<file path="src/rtl/fb_access_sched.sv">
// fb_access_sched: single-port scheduler for the 128x128x12 framebuffer BRAM.
// Scanout reads win, then the clear engine, then host writes; one access per clock.
module fb_access_sched #(
  parameter int ROW_W  = 7,
  parameter int COL_W  = 7,
  parameter int DATA_W = 12
) (
  input  logic                     clk,
  input  logic                     reset,
  input  logic                     scan_req,
  input  logic [ROW_W-1:0]         scan_row,
  input  logic [COL_W-1:0]         scan_col,
  output logic [DATA_W-1:0]        scan_data,
  output logic                     scan_valid,
  input  logic                     wr_valid,
  output logic                     wr_ready,
  input  logic [ROW_W-1:0]         wr_row,
  input  logic [COL_W-1:0]         wr_col,
  input  logic [DATA_W-1:0]        wr_data,
  input  logic                     clr_start,
  input  logic [DATA_W-1:0]        clr_color,
  output logic                     clr_busy,
  output logic                     clr_done,
  output logic [ROW_W+COL_W-1:0]   mem_addr,
  output logic                     mem_re,
  output logic                     mem_we,
  output logic [DATA_W-1:0]        mem_wdata,
  input  logic [DATA_W-1:0]        mem_rdata
);

  localparam int AW = ROW_W + COL_W;
  localparam logic [AW-1:0] LAST = '1;

  typedef enum logic {IDLE, CLEAR} state_e;

  state_e              state_q, state_d;
  logic [AW-1:0]       clr_cnt_q, clr_cnt_d;
  logic [DATA_W-1:0]   color_q, color_d;
  logic [AW-1:0]       addr_q, addr_d;
  logic                re_q, re_d;
  logic                we_q, we_d;
  logic [DATA_W-1:0]   wdata_q, wdata_d;
  logic                done_q, done_d;
  logic                tag_q;
  logic                svalid_q;
  logic [DATA_W-1:0]   sdata_q;

  logic rd_gnt, cl_gnt, wr_gnt;

  assign clr_busy = (state_q == CLEAR);
  assign wr_ready = reset && (state_q == IDLE)
                    && !scan_req && !clr_start;

  assign rd_gnt = scan_req;
  assign cl_gnt = !scan_req && clr_busy;
  assign wr_gnt = wr_valid && wr_ready;

  always_comb begin
    state_d   = state_q;
    clr_cnt_d = clr_cnt_q;
    color_d   = color_q;
    addr_d    = addr_q;
    wdata_d   = wdata_q;
    re_d      = 1'b0;
    we_d      = 1'b0;
    done_d    = 1'b0;
    unique case (1'b1)
      rd_gnt: begin
        re_d   = 1'b1;
        addr_d = {scan_row, scan_col};
      end
      cl_gnt: begin
        we_d      = 1'b1;
        addr_d    = clr_cnt_q;
        wdata_d   = color_q;
        clr_cnt_d = clr_cnt_q + 1'b1;
        if (clr_cnt_q == LAST) begin
          done_d  = 1'b1;
          state_d = IDLE;
        end
      end
      wr_gnt: begin
        we_d    = 1'b1;
        addr_d  = {wr_row, wr_col};
        wdata_d = wr_data;
      end
      default: ;
    endcase
    // A scan read may coexist with the start; the first fill write waits.
    if (state_q == IDLE && clr_start) begin
      state_d   = CLEAR;
      clr_cnt_d = '0;
      color_d   = clr_color;
    end
  end

  always_ff @(posedge clk or negedge reset) begin
    if (!reset) begin
      state_q   <= IDLE;
      clr_cnt_q <= '0;
      color_q   <= '0;
      addr_q    <= '0;
      re_q      <= 1'b0;
      we_q      <= 1'b0;
      wdata_q   <= '0;
      done_q    <= 1'b0;
      tag_q     <= 1'b0;
      svalid_q  <= 1'b0;
      sdata_q   <= '0;
    end else begin
      state_q   <= state_d;
      clr_cnt_q <= clr_cnt_d;
      color_q   <= color_d;
      addr_q    <= addr_d;
      re_q      <= re_d;
      we_q      <= we_d;
      wdata_q   <= wdata_d;
      done_q    <= done_d;
      tag_q     <= re_q;
      svalid_q  <= tag_q;
      if (tag_q) sdata_q <= mem_rdata;
    end
  end

  assign mem_addr   = addr_q;
  assign mem_re     = re_q;
  assign mem_we     = we_q;
  assign mem_wdata  = wdata_q;
  assign clr_done   = done_q;
  assign scan_valid = svalid_q;
  assign scan_data  = sdata_q;

endmodule

</file>
<file path="config.mk">
export PLATFORM = sky130hd
export DESIGN_NAME = fb_access_sched
export DESIGN_NICKNAME = d
export VERILOG_FILES = /design/src/rtl/fb_access_sched.sv
export SDC_FILE = /design/constraint.sdc
export NUM_CORES = 1
export LEC_CHECK = 0
export CAP_MARGIN = 25
export CORE_ASPECT_RATIO = 0.5
export CORE_MARGIN = 10
export CORE_UTILIZATION = 45
export CTS_CLUSTER_SIZE = 20
export DETAILED_ROUTE_END_ITERATION = 16
export GPL_ROUTABILITY_DRIVEN = 1
export PLACE_DENSITY = 0.89
export SYNTH_ARGS = -nofsm -noshare
export SYNTH_HDL_FRONTEND = slang
export SYNTH_SLANG_ARGS = --single-unit
</file>
<file path="constraint.sdc">
create_clock -name clk -period 1.7 [get_ports clk]
set_clock_uncertainty 0.05 [all_clocks]
set_input_delay 0.17 -clock clk [delete_from_list [all_inputs] [get_ports clk]]
set_output_delay 0.17 -clock clk [all_outputs]
set_load 0.02 [all_outputs]
</file>
==> qor.yml, run 1 <==
clock_network:
  tritoncts: "done"
  cts_sinks: 70
  clk_pin_slew_ps: 50
  post_cts_buffers: 0
  cts.htree.levels: 3
  cts_buffers: 9
  clk_latency_ps: 330
  cts_root_buffer: "clkbuf_16"
  cts_buffer_depth: 2
synth:
  syn_avg_cell_area_um2: 12.42
  syn_area_um2: 3131
  synth-seq-area-share: 0.5596
  synth_ff_type: "dfrtp_1"
  synth_top_cells_by_count: "70 x dfrtp_1, 26 x a2bb2oi_1, 25 x mux2_2"
  yosysMostFrequentCell: "dfrtp_1"
  yosys.area.top_type: "dfrtp_1"
  synth_edf_count: 0
  ys_types: 42
  ys_async_sr_fraction: 1.000
  ys_ff_latch: 70
  yosysWarnings: 0
  syn_inst: 252
  yosys-top-cells-area: "dfrtp_1 56%, mux2_2 9.0%, a2bb2oi_1 7.3%, o221ai_1 3.9%, nand2_1 2.8%"
  synth.top_cell.area_share: 0.5596
  synth_fp_nets: 322
placed_design:
  place_area_um2: 4434
  portBuffers: 112
  dp.cells: 458
  gp_congestion: 0.8922
  place_ws_ps: -193.5
  place_hpwl_um: 7079
critical_path:
  criticalPathCategory: "primary input to flop"
  crit_fanout: 21
  cp-start-kind: "primary input"
  worstPathRequired_ps: 1840
  endpoint_kind: "flop"
  worstPathArrival_ps: 1710
floorplanning:
  pin_count: 113
  die_x_um: 138.0
  die_y_um: 78.98
  core_area_um2: 6726
  initial_core_util: 0.4654
  core.rowCount: 21
  die-area_um2: 10900
grt:
  antenna_found_initial: 0
  grt_pass1_vias: 2838
  grt_start_max_net_pins: 70
  overflow: 0
  grt_pass1_wl_um: 15180
  grtUsageTotal: 0.1765
sta:
  tns_ps: 0
  hold_violations: 0
  fin_crit_sh: 0.9256
  relSlewSlack: 0.4387
  rsz0062_at_grt: "false"
  max_freq_mhz: 635.5
  worst_pin_slew_ps: 841.9
  drv_slew: 0
  period_needed_ps: 1574
  finalWorstSetupSlack_ps: 126.5
  setup_viol: 0
pwr:
  power_switching_mw: 1.248
  p_total_mw: 4.919
  power_density_nw_per_um2: 1033
  clkPwrFrac: 0.400
  p_comb_frac: 0.190
  p_leak_nw: 2.000
  ir_drop_mv: 0.6054
  intPower_mw: 3.671
  switching_share: 0.2536
  seq_power_share: 0.410
detailed_routing:
  first_pass_iters: 4
  drc: 0
  routedWlPerCell_um: 19.78
  wirelength_um: 9397
  drt.antenna.violating_nets: 0
  drt_iter0_drc: 157
  via_count: 2694
  vias_per_cell: 5.672
outcome:
  status: "completed"
final_layout:
  diodes: 0
  area_growth_pct: 52.08
  drive_gt1_frac: 0.1854
  final_area_um2: 4761
  nets: 448
  fin_cells: 475
run:
  drv_cap: 0
worst_hold_path:
  hp-class: "primary input to async pin"
[path summary, 6_finish.rpt]
| kind | from | to | slack [ps] | cells after the start |
|---|---|---|---|---|
| max | scan_req | clr_cnt_q[6]$_DFFE_PN0P_ | 130 | 5 |
| min | reset | clr_busy$_DFFE_PN0P_ | 250 | 3 |
| max reg2reg | clr_busy$_DFFE_PN0P_ | mem_addr[13]$_DFFE_PN0P_ | 150 | 5 |
| min reg2reg | mem_re$_DFF_PN0_ | tag_q$_DFF_PN0_ | 330 | 0 |
| max in group asynchronous | reset | clr_cnt_q[11]$_DFFE_PN0P_ | 360 | 4 |
| min in group clk | mem_re$_DFF_PN0_ | tag_q$_DFF_PN0_ | 330 | 0 |
[cells by family after synthesis]
kind of cell | synth area share
XOR/XNOR | 0.002798
flip-flops | 0.5596
AO/OA/AOI/OAI | 0.1623
multiplexers | 0.1091
AND/OR/NAND/NOR | 0.1159
adder cells (fa/ha/maj) | 0.003996
buffers and inverters | 0.04636
[power by group through the flow]
stage | Combinational [mW] | Sequential [mW] | Clock, mW
after floorplan | 0.312 | 2.12 | 0
after global placement | 0.906 | 2.02 | 0
after detailed placement | 0.934 | 2.04 | 0
after CTS | 0.941 | 2.01 | 2.00
after global routing | 0.995 | 2.03 | 2.09
final | 0.934 | 2.02 | 1.97
[registers in the layout (all words and copies together), names as in the netlist]
register	flops
mem_wdata	12
mem_we	1
clr_done	1
scan_valid	1
color_q	12
mem_addr	14
mem_re	1
tag_q	1
clr_cnt_q	14
scan_data	12
clr_busy	1
[placed cells by master (no fill, tap or decap), types with 2 or more instances in the layout]
| cell type | count |
|---|---|
| clkdlybuf4s50_1 | 109 |
| dfrtp_1 | 70 |
| a2bb2oi_1 | 26 |
| mux2_2 | 25 |
| nand2_1 | 23 |
| buf_4 | 19 |
| o221ai_1 | 14 |
| o22ai_1 | 12 |
| nand3_1 | 10 |
| clkbuf_16 | 9 |
| mux2i_1 | 6 |
| nor2_1 | 4 |
| nand4_1 | 4 |
| inv_1 | 3 |
| nand2b_1 | 3 |
| buf_12 | 3 |
| nand3b_1 | 2 |
| nor4_2 | 2 |
| nor4_1 | 2 |
| o311ai_0 | 2 |
| o41ai_1 | 2 |
| o21ai_0 | 2 |
| bufinv_16 | 2 |
| clkbuf_1 | 2 |
| clkinv_2 | 2 |
[layout make-up]
cell class	count	area, um2
repair buffers	135	1323
clock buffers	12	246.5
inverters	4	15.01
well taps	92	115.1
clock inverters	4	70.07
flip-flops and latches	70	1752
multi-input cells	158	1240
fillers	454	1966
[critical path, cell delays in order]
cell and delay (ps):
clkdlybuf4s50_1 480, buf_4 240, nand3b_4 240, o311ai_0 410, o41ai_1 160
[layer usage]
layer | track usage | part of all wire
met5 | 0 | 0
met4 | 0.08178 | 0.024
met3 | 0.04899 | 0.062
met2 | 0.3054 | 0.52
met1 | 0.1997 | 0.39
[repair_timing]
item                                    CTS  global route
resized for setup                         2             4
hold endpoints to repair                  1             0
pin swaps                                 0             0
endpoints found under the setup margin    2             2
hold buffers                              1             0
[metrics by stage]
stage | hold slack, ps | util
after global routing | 268.8 | 0.7078
final | 251.2 | 0.7078
after global placement | 53.87 | 0.6592
after detailed placement | 44.30 | 0.6592
after CTS | 251.8 | 0.7074
after floorplan | -175.6 | -
Note: power is estimated with default switching activity, not from simulation.
==> run 2: changes to the inputs <==
--- a/config.mk
+++ b/config.mk
@@ -12,7 +12,9 @@
 export CTS_CLUSTER_SIZE = 20
 export DETAILED_ROUTE_END_ITERATION = 16
 export GPL_ROUTABILITY_DRIVEN = 1
+export HOLD_SLACK_MARGIN = 0.15
 export PLACE_DENSITY = 0.89
+export SKIP_LAST_GASP = 1
 export SYNTH_ARGS = -nofsm -noshare
 export SYNTH_HDL_FRONTEND = slang
 export SYNTH_SLANG_ARGS = --single-unit
==> run 2 against run 1 <==
  * Sequential share of layout area hardly changed
  * Die area is the same
  * Global-route usage did not move
  * Sequential cell count unchanged
  * Via count is 0.30% lower
  * Cell area about the same
  * Combinational power barely moved
  * Clock-buffer cell count is the same
  * Critical path depth decreased by 1
  * Core utilization is 0.056 points higher
  * Cell count did not move
  * Clock power barely moved
==> qor.yml, run 2 (same netlist as run 1, synthesis figures left out) <==
outcome:
  status: "completed"
critical_path:
  worstPathArrival_ps: 1440  # -270 ps
  crit_family: "buffers and inverters"
  critPathMaxStageDelay_ps: 530  # +50 ps
  crit_buf_inv: 3  # +1
  crit_chain: "dlygate4sd3_1 -> buf_2 -> nor4b_1 -> dlygate4sd1_1"
  cp-start-kind: "primary input"
  endpoint_kind: "output pin"
  worstRegToRegCells: 5  # unchanged
  reg2reg_to: "mem_addr[13]$_DFFE_PN0P_"
  r2r-start: "clr_busy$_DFFE_PN0P_"
  worstPathRequired_ps: 1480  # -360 ps
  criticalPathCategory: "primary input to output pin"
  reg2reg_slack_ps: 160  # about the same
  slowest_stage: "dlygate4sd3_1"
  crit_fanout: 2  # -90%
placed_design:
  place_ws_ps: -193.5  # unchanged
  dp.cells: 458  # unchanged
  portBuffers: 112  # unchanged
  gp_congestion: 0.8922  # unchanged
  place_hpwl_um: 7079  # unchanged
grt:
  overflow: 0  # unchanged
  grt_pass1_vias: 2838  # unchanged
  grt_start_max_net_pins: 70  # unchanged
  grt_pass1_wl_um: 15180  # unchanged
  antenna_found_initial: 0  # unchanged
  grtUsageTotal: 0.1765  # unchanged
clock_network:
  cts_buffer_depth: 2  # unchanged
  post_cts_buffers: 0  # unchanged
  cts.htree.levels: 3  # unchanged
  clk_latency_ps: 330  # about the same
  clk_pin_slew_ps: 50  # about the same
  cts_sinks: 70  # unchanged
  tritoncts: "done"
  cts_root_buffer: "clkbuf_16"
  cts_buffers: 9  # unchanged
detailed_routing:
  drt_iter0_drc: 148  # -5.7%
  vias_per_cell: 5.655  # -0.30%
  drt.antenna.violating_nets: 0  # unchanged
  first_pass_iters: 4  # unchanged
  drc: 0  # unchanged
  wirelength_um: 9393  # about the same
  routedWlPerCell_um: 19.77  # about the same
  via_count: 2686  # -0.30%
floorplanning:
  core_area_um2: 6726  # unchanged
  core.rowCount: 21  # unchanged
  die_y_um: 78.98  # unchanged
  die_x_um: 138.0  # unchanged
  die-area_um2: 10900  # unchanged
  initial_core_util: 0.4654  # unchanged
  pin_count: 113  # unchanged
sta:
  drv_slew: 0  # unchanged
  hold_ws_ps: 252.3  # +1.071 ps
  max_freq_mhz: 601.2  # -5.4%
  setup_viol: 0  # unchanged
  tns_ps: 0  # unchanged
  worst_pin_slew_ps: 839.4  # -2.484 ps
  rsz0062_at_grt: "true"
  fin_crit_sh: 0.9784  # +0.05275
  hold_violations: 0  # unchanged
  relSlewSlack: 0.4404  # +0.001656
  finalWorstSetupSlack_ps: 36.79  # -89.67 ps
  period_needed_ps: 1663  # +89.67 ps
final_layout:
  diodes: 0  # unchanged
  nets: 448  # unchanged
  layout_common_cells: "109 x clkdlybuf4s50_1, 70 x dfrtp_1, 26 x a2bb2oi_1"
  drive_gt1_frac: 0.1828  # -0.002611
  final_common_cell: "clkdlybuf4s50_1"
  fin_cells: 475  # unchanged
  area_growth_pct: 52.20  # about the same
run:
  drv_cap: 0  # unchanged
pwr:
  clkPwrFrac: 0.400  # about the same
  power_density_nw_per_um2: 1033  # about the same
  p_comb_frac: 0.190  # about the same
  power_switching_mw: 1.249  # about the same
  intPower_mw: 3.671  # about the same
  p_leak_nw: 2.004  # +0.21%
  switching_share: 0.2538  # about the same
  seq_power_share: 0.410  # about the same
  p_total_mw: 4.920  # about the same
  ir_drop_mv: 0.6054  # about the same
worst_hold_path:
  hp-class: "primary input to async pin"
-- run 2: repair_timing --
| action | in CTS | in global routing |
|---|---|---|
| gates resized for setup | 2 | 3 |
| hold endpoints to repair | 1 | 0 |
| endpoints found under the setup margin | 2 | 2 |
| cloned | 0 | 0 |
| hold buffers | 1 | 0 |
-- run 2: per-stage QoR --
step / instance area, um2 / util
6_report: 4765 / 0.7083
5_1_grt: 4765 / 0.7083
3_5_place_dp: 4434 / 0.6592
2_1_floorplan: 3131 / -
4_1_cts: 4758 / 0.7074
3_3_place_gp: 4434 / 0.6592
-- run 2: routing by layer --
metal,GRT usage,up-vias,share of wire
met4,0.08178,0,0.026
met5,0,-,0
met2,0.3054,113,0.52
met3,0.04899,20,0.063
li1,-,1215,-
met1,0.1997,1338,0.39
-- run 2: tightest hold or removal path, cell delays in order --
cell	delay (ps)
dlygate4sd3_1	530
buf_2	130
buf_4	130
-- run 2: power groups by stage --
stage	sequential, mW	combinational, mW	clock [mW]
global route	2.03	0.995	2.09
finish	2.02	0.934	1.97
global placement	2.02	0.906	0
floorplan	2.12	0.312	0
detailed placement	2.04	0.934	0
CTS	2.01	0.941	2.00
-- run 2: worst max path at each step --
stage,start,endpoint,slack [ps],depth (start not counted)
final,reset,wr_ready,40,4
after global routing,reset,wr_ready,-30,4
after CTS,reset,wr_ready,0.3,4
after detailed placement,scan_req,wr_ready,-190,3
after global placement,scan_req,wr_ready,-160,3
after floorplan,clr_busy$_DFFE_PN0P_,wr_ready,100,2
-- run 2: area by class of cell --
type / count / area [um2]
inverter: 4 / 15.01
timing repair buffer: 135 / 1326
fill: 454 / 1962
clock buffer: 12 / 246.5
tap: 92 / 115.1
clock inverter: 4 / 70.07
multi-input combinational: 158 / 1240
sequential: 70 / 1752
